[config.mk]
export PLATFORM = sky130hd
export DESIGN_NAME = event_pulse_arb
export DESIGN_NICKNAME = d
export VERILOG_FILES = /design/src/rtl/event_pulse_arb.sv
export SDC_FILE = /design/constraint.sdc
export NUM_CORES = 1
export LEC_CHECK = 0
export ABC_CLOCK_PERIOD_IN_PS = 1900
export BUFFER_PORTS_ARGS = -buffer_cell sky130_fd_sc_hd__buf_2
export CORE_UTILIZATION = 50
export CTS_CLUSTER_SIZE = 28
export DETAILED_ROUTE_END_ITERATION = 8
export PLACE_DENSITY = 0.76
export SYNTH_ARGS = -nofsm -noshare
export SYNTH_HDL_FRONTEND = slang
export SYNTH_SLANG_ARGS = --single-unit
[constraint.sdc]
create_clock -name clk -period 1.9 [get_ports clk]
set_input_delay 0.38 -clock clk [delete_from_list [all_inputs] [get_ports clk]]
set_output_delay 0.38 -clock clk [all_outputs]
set_load 0.005 [all_outputs]
[src/rtl/event_pulse_arb.sv]
// event_pulse_arb: per-channel edge detector. Each detected edge becomes one
// PULSE_W-cycle pulse, and pulses are serialised one channel at a time in
// round-robin order.
// Ports: clk, rst (async, active-high), x[N] level inputs,
//   y[N] one-hot pulse, evt_valid = |y, evt_id = pulsing channel,
//   pending[N] = edges still waiting for their pulse.
// Optional macro EVT_SYNC_EN adds a 2-flop synchroniser on x.
module event_pulse_arb #(
  parameter int N       = 4,
  parameter int PULSE_W = 1,
  parameter int GAP     = 0,
  parameter int MODE    = 0,
  parameter int ID_W    = (N > 1) ? $clog2(N) : 1
) (
  input  logic            clk,
  input  logic            rst,
  input  logic [N-1:0]    x,
  output logic [N-1:0]    y,
  output logic            evt_valid,
  output logic [ID_W-1:0] evt_id,
  output logic [N-1:0]    pending
);

  typedef enum logic [1:0] {
    S_IDLE  = 2'd0,
    S_PULSE = 2'd1,
    S_GAP   = 2'd2
  } state_t;

  localparam logic [7:0]      PW_M1    = 8'(PULSE_W - 1);
  localparam logic [7:0]      GAP_M1   = 8'(GAP - 1);
  localparam logic [ID_W-1:0] LAST_RST = ID_W'(N - 1);

  state_t          state_q, state_d;
  logic [7:0]      cnt_q, cnt_d;
  logic [ID_W-1:0] id_q, id_d;
  logic [ID_W-1:0] last_q, last_d;
  logic [N-1:0]    pend_q, pend_d;
  logic [N-1:0]    x_q;
  logic [N-1:0]    x_s;
  logic [N-1:0]    rise, fall, evt, req, grant;
  logic [ID_W-1:0] pick;

`ifdef EVT_SYNC_EN
  logic [N-1:0] s1_q, s2_q;

  always_ff @(posedge clk or posedge rst) begin
    if (rst) begin
      s1_q <= '0;
      s2_q <= '0;
    end else begin
      s1_q <= x;
      s2_q <= s1_q;
    end
  end

  assign x_s = s2_q;
`else
  assign x_s = x;
`endif

  always_comb begin
    rise = x_s & ~x_q;
    fall = ~x_s & x_q;
    case (MODE)
      0:       evt = rise;
      1:       evt = fall;
      default: evt = rise | fall;
    endcase
  end

  assign req = pend_q | evt;

  // First set bit of r searching upward from l+1, wrapping.
  // Lower offsets overwrite higher ones, so the nearest wins.
  function automatic logic [ID_W-1:0] rr_pick(
    input logic [N-1:0]    r,
    input logic [ID_W-1:0] l
  );
    logic [ID_W-1:0] p;
    logic [N-1:0]    rs;
    int              j;
    p = l;
    for (int i = N; i >= 1; i--) begin
      j = int'(l) + i;
      if (j >= N) j = j - N;
      rs = r >> j;
      if (rs[0]) p = ID_W'(j);
    end
    return p;
  endfunction

  assign pick = rr_pick(req, last_q);

  always_comb begin
    state_d = state_q;
    cnt_d   = cnt_q;
    id_d    = id_q;
    last_d  = last_q;
    grant   = '0;
    case (state_q)
      S_IDLE: begin
        if (|req) begin
          grant   = N'(1) << pick;
          id_d    = pick;
          last_d  = pick;
          cnt_d   = PW_M1;
          state_d = S_PULSE;
        end
      end
      S_PULSE: begin
        if (cnt_q == 8'd0) begin
          if (GAP > 0) begin
            cnt_d   = GAP_M1;
            state_d = S_GAP;
          end else begin
            state_d = S_IDLE;
          end
        end else begin
          cnt_d = cnt_q - 8'd1;
        end
      end
      S_GAP: begin
        if (cnt_q == 8'd0) state_d = S_IDLE;
        else cnt_d = cnt_q - 8'd1;
      end
      default: begin
        cnt_d   = 8'd0;
        state_d = S_IDLE;
      end
    endcase
  end

  // An edge on the channel being granted re-arms its bit only
  // when it arrives after the grant cycle.
  assign pend_d = req & ~grant;

  always_ff @(posedge clk or posedge rst) begin
    if (rst) begin
      state_q <= S_IDLE;
      cnt_q   <= 8'd0;
      id_q    <= '0;
      last_q  <= LAST_RST;
      pend_q  <= '0;
      x_q     <= '0;
    end else begin
      state_q <= state_d;
      cnt_q   <= cnt_d;
      id_q    <= id_d;
      last_q  <= last_d;
      pend_q  <= pend_d;
      x_q     <= x_s;
    end
  end

  assign y         = (state_q == S_PULSE) ? (N'(1) << id_q) : '0;
  assign evt_valid = |y;
  assign evt_id    = (state_q == S_PULSE) ? id_q : '0;
  assign pending   = pend_q;

endmodule

==> metrics.log, run 1 <==
[metrics] status: finished with violations
[metrics] violations in the final reports: negative setup slack
[metrics] wire length reported by the detailed router: between 2 and 3 mm
[metrics] Min Hold Slack: just over 0.04 ns
[metrics] min-delay worst type: input port to async pin
[metrics] number of register bits inferred by synthesis: 21
[metrics] warning count from the yosys run: 0
[metrics] Leakage: 0.716 nW
[metrics] part of the Yosys area used for sequential elements: 0.433
[metrics] post-route antenna net violation count: 0
[metrics] total of max-cap violations: 0
[metrics] clock period minus worst slack: 2.01 ns
[metrics] Ant. Diodes: 0
[metrics] CP startpoint kind: flip-flop
[metrics] clock-pin slew reported for the worst setup and hold paths after clock tree synthesis: roughly 0.11 ns
[metrics] worst-case register-to-register setup slack: -0.11 ns
[metrics] Critical Path Sink Type: flip-flop
[metrics] CTS sink count: 21
[metrics] Crit path required time: roughly 2.1 ns
[metrics] residual DRC count: 0
[metrics] vias in the first global route: roughly 1200
[metrics] H-tree levels: 1
[metrics] crit path to: pending[2]
[metrics] peak supply drop: about 1100 µV
[metrics] setup TNS: -0.494 ns
[metrics] count of cells along the worst register-to-register path: 7
[metrics] worst clock skew on the final layout: ~0.0019 ns
[metrics] Net Count, Synth: 132
[metrics] average footprint of a synthesized cell: slightly above 10 µm²
[metrics] clock insertion delay at the later pin of the skew report: ~0.29 ns
[metrics] First DRT Iteration DRCs: 16
[metrics] first drt pass iteration count: 4
[metrics] library cells used by synthesis: 39
[metrics] start of the worst register-to-register path: last_q[0]
[metrics] area grow syn2layout: 31.0%
[metrics] Slew HR: 0.724
[metrics] count of buffers inserted at the top-level ports: 16
[metrics] setup repair after global routing missed its margin: true
[metrics] data arrival time of the critical path: 2.19 ns
[metrics] number of cell rows: 17
[metrics] detailed placer's ending HPWL: between 2 and 2.5 mm
[metrics] power density cells: roughly 1700 mW/mm²
[metrics] synthesized instance count: about 120
[metrics] launching instance or port of the critical path: last_q[0]
[metrics] height of the die: around 50 µm
[metrics] wire length per cell: around 16 µm
[metrics] smallest setup slack after layout: -0.111 ns
[metrics] total overflow reported by the global router: 0
[metrics] routed via count: 1032
[metrics] CTS tree: yes
[metrics] number of max-slew violations in the final report: 0
[metrics] Core ar.: ~0.0023 mm²
[metrics] share of the clock period used by the worst path after layout: 1.06
[metrics] initial antenna violation count: 0
[metrics] Max clock buf depth: 2
[metrics] transition time of the tightest slew-check pin: ~0.41 ns
[metrics] width of the die: ~50 µm
[metrics] layout cells sized above 1: 0.413
[metrics] maximum achievable frequency: 497 MHz
[metrics] initial core utilization: 0.541
[metrics] average vias per placed instance: between 5 and 6
[metrics] pin count of the biggest net entering global routing: 13
[metrics] Nets: approximately 170
[metrics] total die area: about 0.0026 mm²
[metrics] critical-path maximum fanout: 4
[metrics] overall routing resource usage: 0.255
[metrics] Placer Congestion: 0.897
[metrics] number of failing setup endpoints in the final timing report: 6
[metrics] total CTS buffers: 3
[metrics] Post-Synthesis Cell Area: between 0.001 and 0.0015 mm²
[metrics] reg-to-reg endpoint: pending[2]
[metrics] Top Ports: 17
[metrics] hold violation total from the final report: 0
[metrics] cts hold-fix bufs: 0
[metrics] cell at the root of the clock tree: clkbuf_4
[metrics] category of the critical setup timing path: flip-flop to flip-flop
[metrics] global-route wire length before repair: approximately 4.9 mm
Yosys cell counts:
cell       count  share of area
dfrtp_1       19           0.39
nand2_1       12          0.037
nor2_1        12          0.037
o21ai_0        8          0.033
inv_1          7          0.022
a21oi_1        6          0.025
ha_1           5          0.051
a31oi_1        4          0.021
nand3_1        4          0.016
xor2_1         4          0.029
and2_1         3          0.015
nor2b_1        3          0.015
or3_1          3          0.015
and2b_2        2          0.014
dfstp_2        2          0.043
nor3_1         2         0.0082
nor4_1         2          0.010
xnor2_1        2          0.014
a21o_1         1         0.0062
a221oi_2       1          0.012
a2bb2oi_2      1          0.012
a31oi_2        1          0.010
a32oi_1        1         0.0072
a41o_1         1         0.0082
a41oi_1        1         0.0072
and3_1         1         0.0051
buf_6          1         0.0092
clkbuf_1       1         0.0031
mux2i_2        1          0.011
mux4_2         1          0.018
nand2b_1       1         0.0051
nand2b_4       1          0.011
o22a_2         1         0.0082
o22ai_1        1         0.0051
o22ai_2        1          0.010
o31ai_1        1         0.0062
o31ai_4        1          0.017
o32ai_4        1          0.023
or2_4          1         0.0072
how the worst min path moves through the flow:
stage	startpoint	to	slack, ns	cells after the start
final	rst	cnt_q[7]	0.04	2
after global routing	rst	cnt_q[4]	0.08	2
after CTS	rst	cnt_q[3]	0.04	2
after detailed placement	rst	cnt_q[5]	0.37	2
after global placement	rst	cnt_q[5]	0.36	2
after floorplan	rst	cnt_q[0]	0.36	1
cell usage in the layout (no fill, tap or decap), types with 2 or more instances in the layout:
master / count
clkbuf_4: 3
inv_1: 5
nand2_1: 10
and2b_2: 2
o21ai_0: 5
a31oi_1: 4
nor2b_1: 3
o22ai_4: 2
xor2_1: 4
nor2_1: 12
dfstp_2: 2
buf_2: 16
dfrtp_1: 19
and2_1: 3
nor3_1: 2
nor4_1: 2
ha_1: 2
a21oi_2: 2
or3_4: 2
ha_4: 3
buf_4: 15
xnor2_1: 2
nand3_1: 4
o21ai_1: 3
a21oi_1: 4
sequential cells by signal, indices dropped and copies added (netlist names):
signal and cells:
x_q 4, state_q 1, pending 4, cnt_q 8, id_q 2, last_q 2
timing repair:
item                                   in CTS  in global routing
resized for setup                          16                  9
setup buffers                               1                  0
endpoints found under the hold margin       0                  0
pin swaps                                  10                  3
setup endpoints to repair                   8                  8
cells by family (layout without fill, tap and decap cells):
group / count (synthesis) / after routing / share of synthesized area
adders and majority gates: 5 / 5 / 0.0513
and+or+nand+nor: 47 / 47 / 0.198
xor gates and xnor gates: 6 / 6 / 0.0431
AOI/OAI and AO/OA: 31 / 31 / 0.211
DFF: 21 / 21 / 0.433
muxes: 2 / 2 / 0.0297
buffers and inverters: 9 / 43 / 0.0338
worst max-delay path, stage by stage (launching register included):
cell and delay, ns:
dfstp_2 0.59, inv_4 0.06, ha_4 0.16, or3_4 0.39, o22ai_4 0.19, o31ai_4 0.11
mux2i_2 0.28, a21oi_1 0.11
per-layer routing:
layer	wire (µm)	GRT usage	vias to the layer above
li1	-	-	499
met1	1130	0.273	506
met2	1610	0.500	23
met3	82	0.0179	4
met4	42	0.108	0
met5	0	0	-
power by group:
part | switching (mW) | internal [mW] | total [mW]
clock | 0.121 | 0.0815 | 0.202
sequential | 0.107 | 0.552 | 0.659
combinational | 0.908 | 0.929 | 1.84
stage by stage:
step	power, mW	setup slack (ns)	instances	util	cell area (µm²)
after floorplan	1.59	-0.0958	121	-	1240
after global placement	2.07	-0.0879	179	0.653	1470
after detailed placement	2.13	-0.175	179	0.653	1470
after CTS	2.49	-0.107	183	0.687	1550
after global routing	2.85	-0.151	183	0.709	1600
final	2.70	-0.111	183	0.709	1600
layout make-up:
type	count	area (µm²)
multi-input cells	91	772
flip-flops and latches	21	528
clock buffers	4	26.3
repair buffers	32	208
well taps	28	35.0
inverters	7	28.8
fillers	171	657
Note: power is estimated with default switching activity, not from simulation.
==> run 2: changes to the inputs <==
Settings changed: CTS_BUF_LIST set to sky130_fd_sc_hd__clkbuf_16.
==> run 2 against run 1 <==
Compared with the run above: the flow still finishes with violations (negative setup slack); die area did not move; sequential power barely moved; routed wire length rose by 4.1%; non-clock buffer count did not move.
==> metrics.log, run 2 (synthesis gave the netlist of run 1 again) <==
[metrics] vias in the first global route: 1153 (+0.17%)
[metrics] H-tree levels: 1 (unchanged)
[metrics] critical-path maximum fanout: 4 (unchanged)
[metrics] share of the clock period used by the worst path after layout: 1.07 (+0.00975)
[metrics] total die area: 0.00264 mm² (unchanged)
[metrics] register with the most flip-flops: cnt_q
[metrics] Core ar.: 0.00225 mm² (unchanged)
[metrics] clock-pin slew reported for the worst setup and hold paths after clock tree synthesis: 0.05 ns (-0.06 ns)
[metrics] initial antenna violation count: 0 (unchanged)
[metrics] area of all placed cells without fillers: 0.00165 mm² (+3.0%)
[metrics] power density cells: 1790 mW/mm² (+5.9%)
[metrics] clock insertion delay at the later pin of the skew report: 0.25 ns (-0.04 ns)
[metrics] routed via count: 1055 (+2.2%)
[metrics] Slew HR: 0.731 (+0.00690)
[metrics] dpl cell area: 0.00147 mm² (unchanged)
[metrics] largest stage delay on the critical path: 0.56 ns (-0.03 ns)
[metrics] post-route antenna net violation count: 0 (unchanged)
[metrics] Crit path required time: 2.02 ns (-0.06 ns)
[metrics] first drt pass iteration count: 4 (unchanged)
[metrics] residual DRC count: 0 (unchanged)
[metrics] Top Ports: 17 (unchanged)
[metrics] internal power summed over all cells: 1.76 mW (+13%)
[metrics] most common cell after layout, fill and taps aside: dfrtp_1
[metrics] Flop pwr share: 0.223 (-0.021)
[metrics] setup repair after global routing missed its margin: true
[metrics] overall routing resource usage: 0.269 (+0.0142)
[metrics] category of the critical setup timing path: flip-flop to flip-flop
[metrics] Critical Path Sink Type: flip-flop
[metrics] total overflow reported by the global router: 0 (unchanged)
[metrics] reg-to-reg endpoint: pending[2]
[metrics] detailed placer's ending HPWL: 2.17 mm (unchanged)
[metrics] status: finished with violations
[metrics] cell type of the slowest stage on the worst timing path: dfstp_2
[metrics] clock period minus worst slack: 2.03 ns (+0.0185 ns)
[metrics] combinational power share: 0.632 (-0.049)
[metrics] setup TNS: -0.505 ns (-0.0110 ns)
[metrics] total of max-cap violations: 0 (unchanged)
[metrics] wire length reported by the detailed router: 2.97 mm (+4.1%)
[metrics] Ant. Diodes: 0 (unchanged)
[metrics] proportion of power drawn by the clock network: 0.145 (+0.070)
[metrics] Sw Share: 0.401 (-0.0194)
[metrics] data arrival time of the critical path: 2.15 ns (-0.04 ns)
[metrics] switching power of the nets: 1.18 mW (+4.0%)
[metrics] CTS tree: yes
[metrics] storage element area: 528 µm² (unchanged)
[metrics] Finished Core Util: 0.730 (+0.0211)
[metrics] area grow syn2layout: 34.9%
[metrics] worst clock skew on the final layout: 0.00136 ns (-0.000526 ns)
[metrics] transition time of the tightest slew-check pin: 0.400 ns (-0.0126 ns)
[metrics] min-delay worst type: input port to async pin
[metrics] peak supply drop: 1120 µV (+3.8%)
[metrics] filler cell count in the final layout: 163 (-4.7%)
[metrics] number of cell rows: 17 (unchanged)
[metrics] number of failing setup endpoints in the final timing report: 6 (unchanged)
[metrics] pin count of the biggest net entering global routing: 13 (unchanged)
[metrics] Max clock buf depth: 2 (unchanged)
[metrics] layout cells sized above 1: 0.419 (+0.00645)
[metrics] First DRT Iteration DRCs: 15 (-1)
[metrics] wire length per cell: 16.2 µm (+4.1%)
[metrics] hold violation total from the final report: 0 (unchanged)
[metrics] smallest setup slack after layout: -0.129 ns (-0.0185 ns)
[metrics] cell-by-cell listing of the critical path: inv_4 -> ha_4 -> or3_4 -> o22ai_2 -> o31ai_4 -> mux2i_2 -> a21oi_1
[metrics] width of the die: 51.4 µm (unchanged)
[metrics] start of the worst register-to-register path: last_q[0]
[metrics] average vias per placed instance: 5.77 (+2.2%)
[metrics] count of buffers inserted at the top-level ports: 16 (unchanged)
[metrics] number of max-slew violations in the final report: 0 (unchanged)
[metrics] height of the die: 51.4 µm (unchanged)
[metrics] Leakage: 0.749 nW (+4.5%)
[metrics] cell at the root of the clock tree: clkbuf_16
[metrics] count of cells along the worst register-to-register path: 7 (unchanged)
[metrics] commonest cells after routing, fill and taps aside: dfrtp_1, buf_2, buf_4
[metrics] total CTS buffers: 3 (unchanged)
[metrics] maximum achievable frequency: 493 MHz (-0.91%)
[metrics] Placer Congestion: 0.897 (unchanged)
[metrics] worst-case register-to-register setup slack: -0.13 ns (-0.02 ns)
[metrics] area used by multi-input combinational logic: 771 µm² (-0.16%)
[metrics] violations in the final reports: negative setup slack
[metrics] CP startpoint kind: flip-flop
[metrics] global-route wire length before repair: 5.09 mm (+3.7%)
[metrics] CTS sink count: 21 (unchanged)
[metrics] initial core utilization: 0.541 (unchanged)
[metrics] max FFs per register: 8 (unchanged)
[metrics] Nets: 167 (unchanged)
run 2: per-stage QoR:
stage	cells	power, mW	hold slack, ns	setup slack, ns
CTS	183	2.72	0.105	-0.0998
finish	183	2.94	0.0921	-0.129
detailed placement	179	2.13	0.367	-0.175
global placement	179	2.07	0.362	-0.0879
floorplan	121	1.59	0.355	-0.0958
global route	183	3.10	0.146	-0.155
run 2: layout make-up:
cell class	count	share of cell area
flip-flops and latches	21	0.321
inverters	7	0.0175
multi-input cells	91	0.468
well taps	28	0.0213
repair buffers	32	0.124
clock buffers	3	0.0456
clock inverters	1	0.00228
run 2: power by group through the flow:
stage | clock network (mW) | logic (mW) | registers, mW
floorplan | 0 | 0.944 | 0.647
global placement | 0 | 1.42 | 0.648
detailed placement | 0 | 1.47 | 0.655
CTS | 0.434 | 1.64 | 0.653
global route | 0.451 | 1.98 | 0.669
finish | 0.426 | 1.86 | 0.657
run 2: worst max path at each step:
stage	from	to	slack, ns	cells past startpoint
after detailed placement	last_q[0]	pending[2]	-0.18	7
after CTS	last_q[0]	pending[2]	-0.1	7
final	last_q[0]	pending[2]	-0.13	7
after global routing	last_q[0]	pending[2]	-0.15	7
after floorplan	last_q[0]	pending[0]	-0.1	7
after global placement	last_q[0]	pending[0]	-0.09	7
run 2: layer usage:
| layer | vias up | wire length (µm) | GRT usage |
|---|---|---|---|
| met1 | 522 | 1190 | 0.291 |
| li1 | 499 | - | - |
| met3 | 7 | 76 | 0.0298 |
| met2 | 27 | 1650 | 0.513 |
| met5 | - | 0 | 0 |
| met4 | 0 | 57 | 0.122 |
run 2: worst max-delay path, delay by kind of cell, from the launching register on:
kind                       cells  cell delay [ns]
AOI/OAI and AO/OA              3             0.47
adders and majority gates      1             0.16
buffers and inverters          1             0.06
DFF                            1             0.56
muxes                          1             0.28
and+or+nand+nor                1             0.38
run 2: repair_timing:
action | in CTS | in global routing
pin swaps | 12 | 2
resized for setup | 16 | 8
buffers inserted | 1 | 0
setup endpoints to repair | 8 | 8
hold buffers | 0 | 0
hold endpoints to repair | 0 | 0
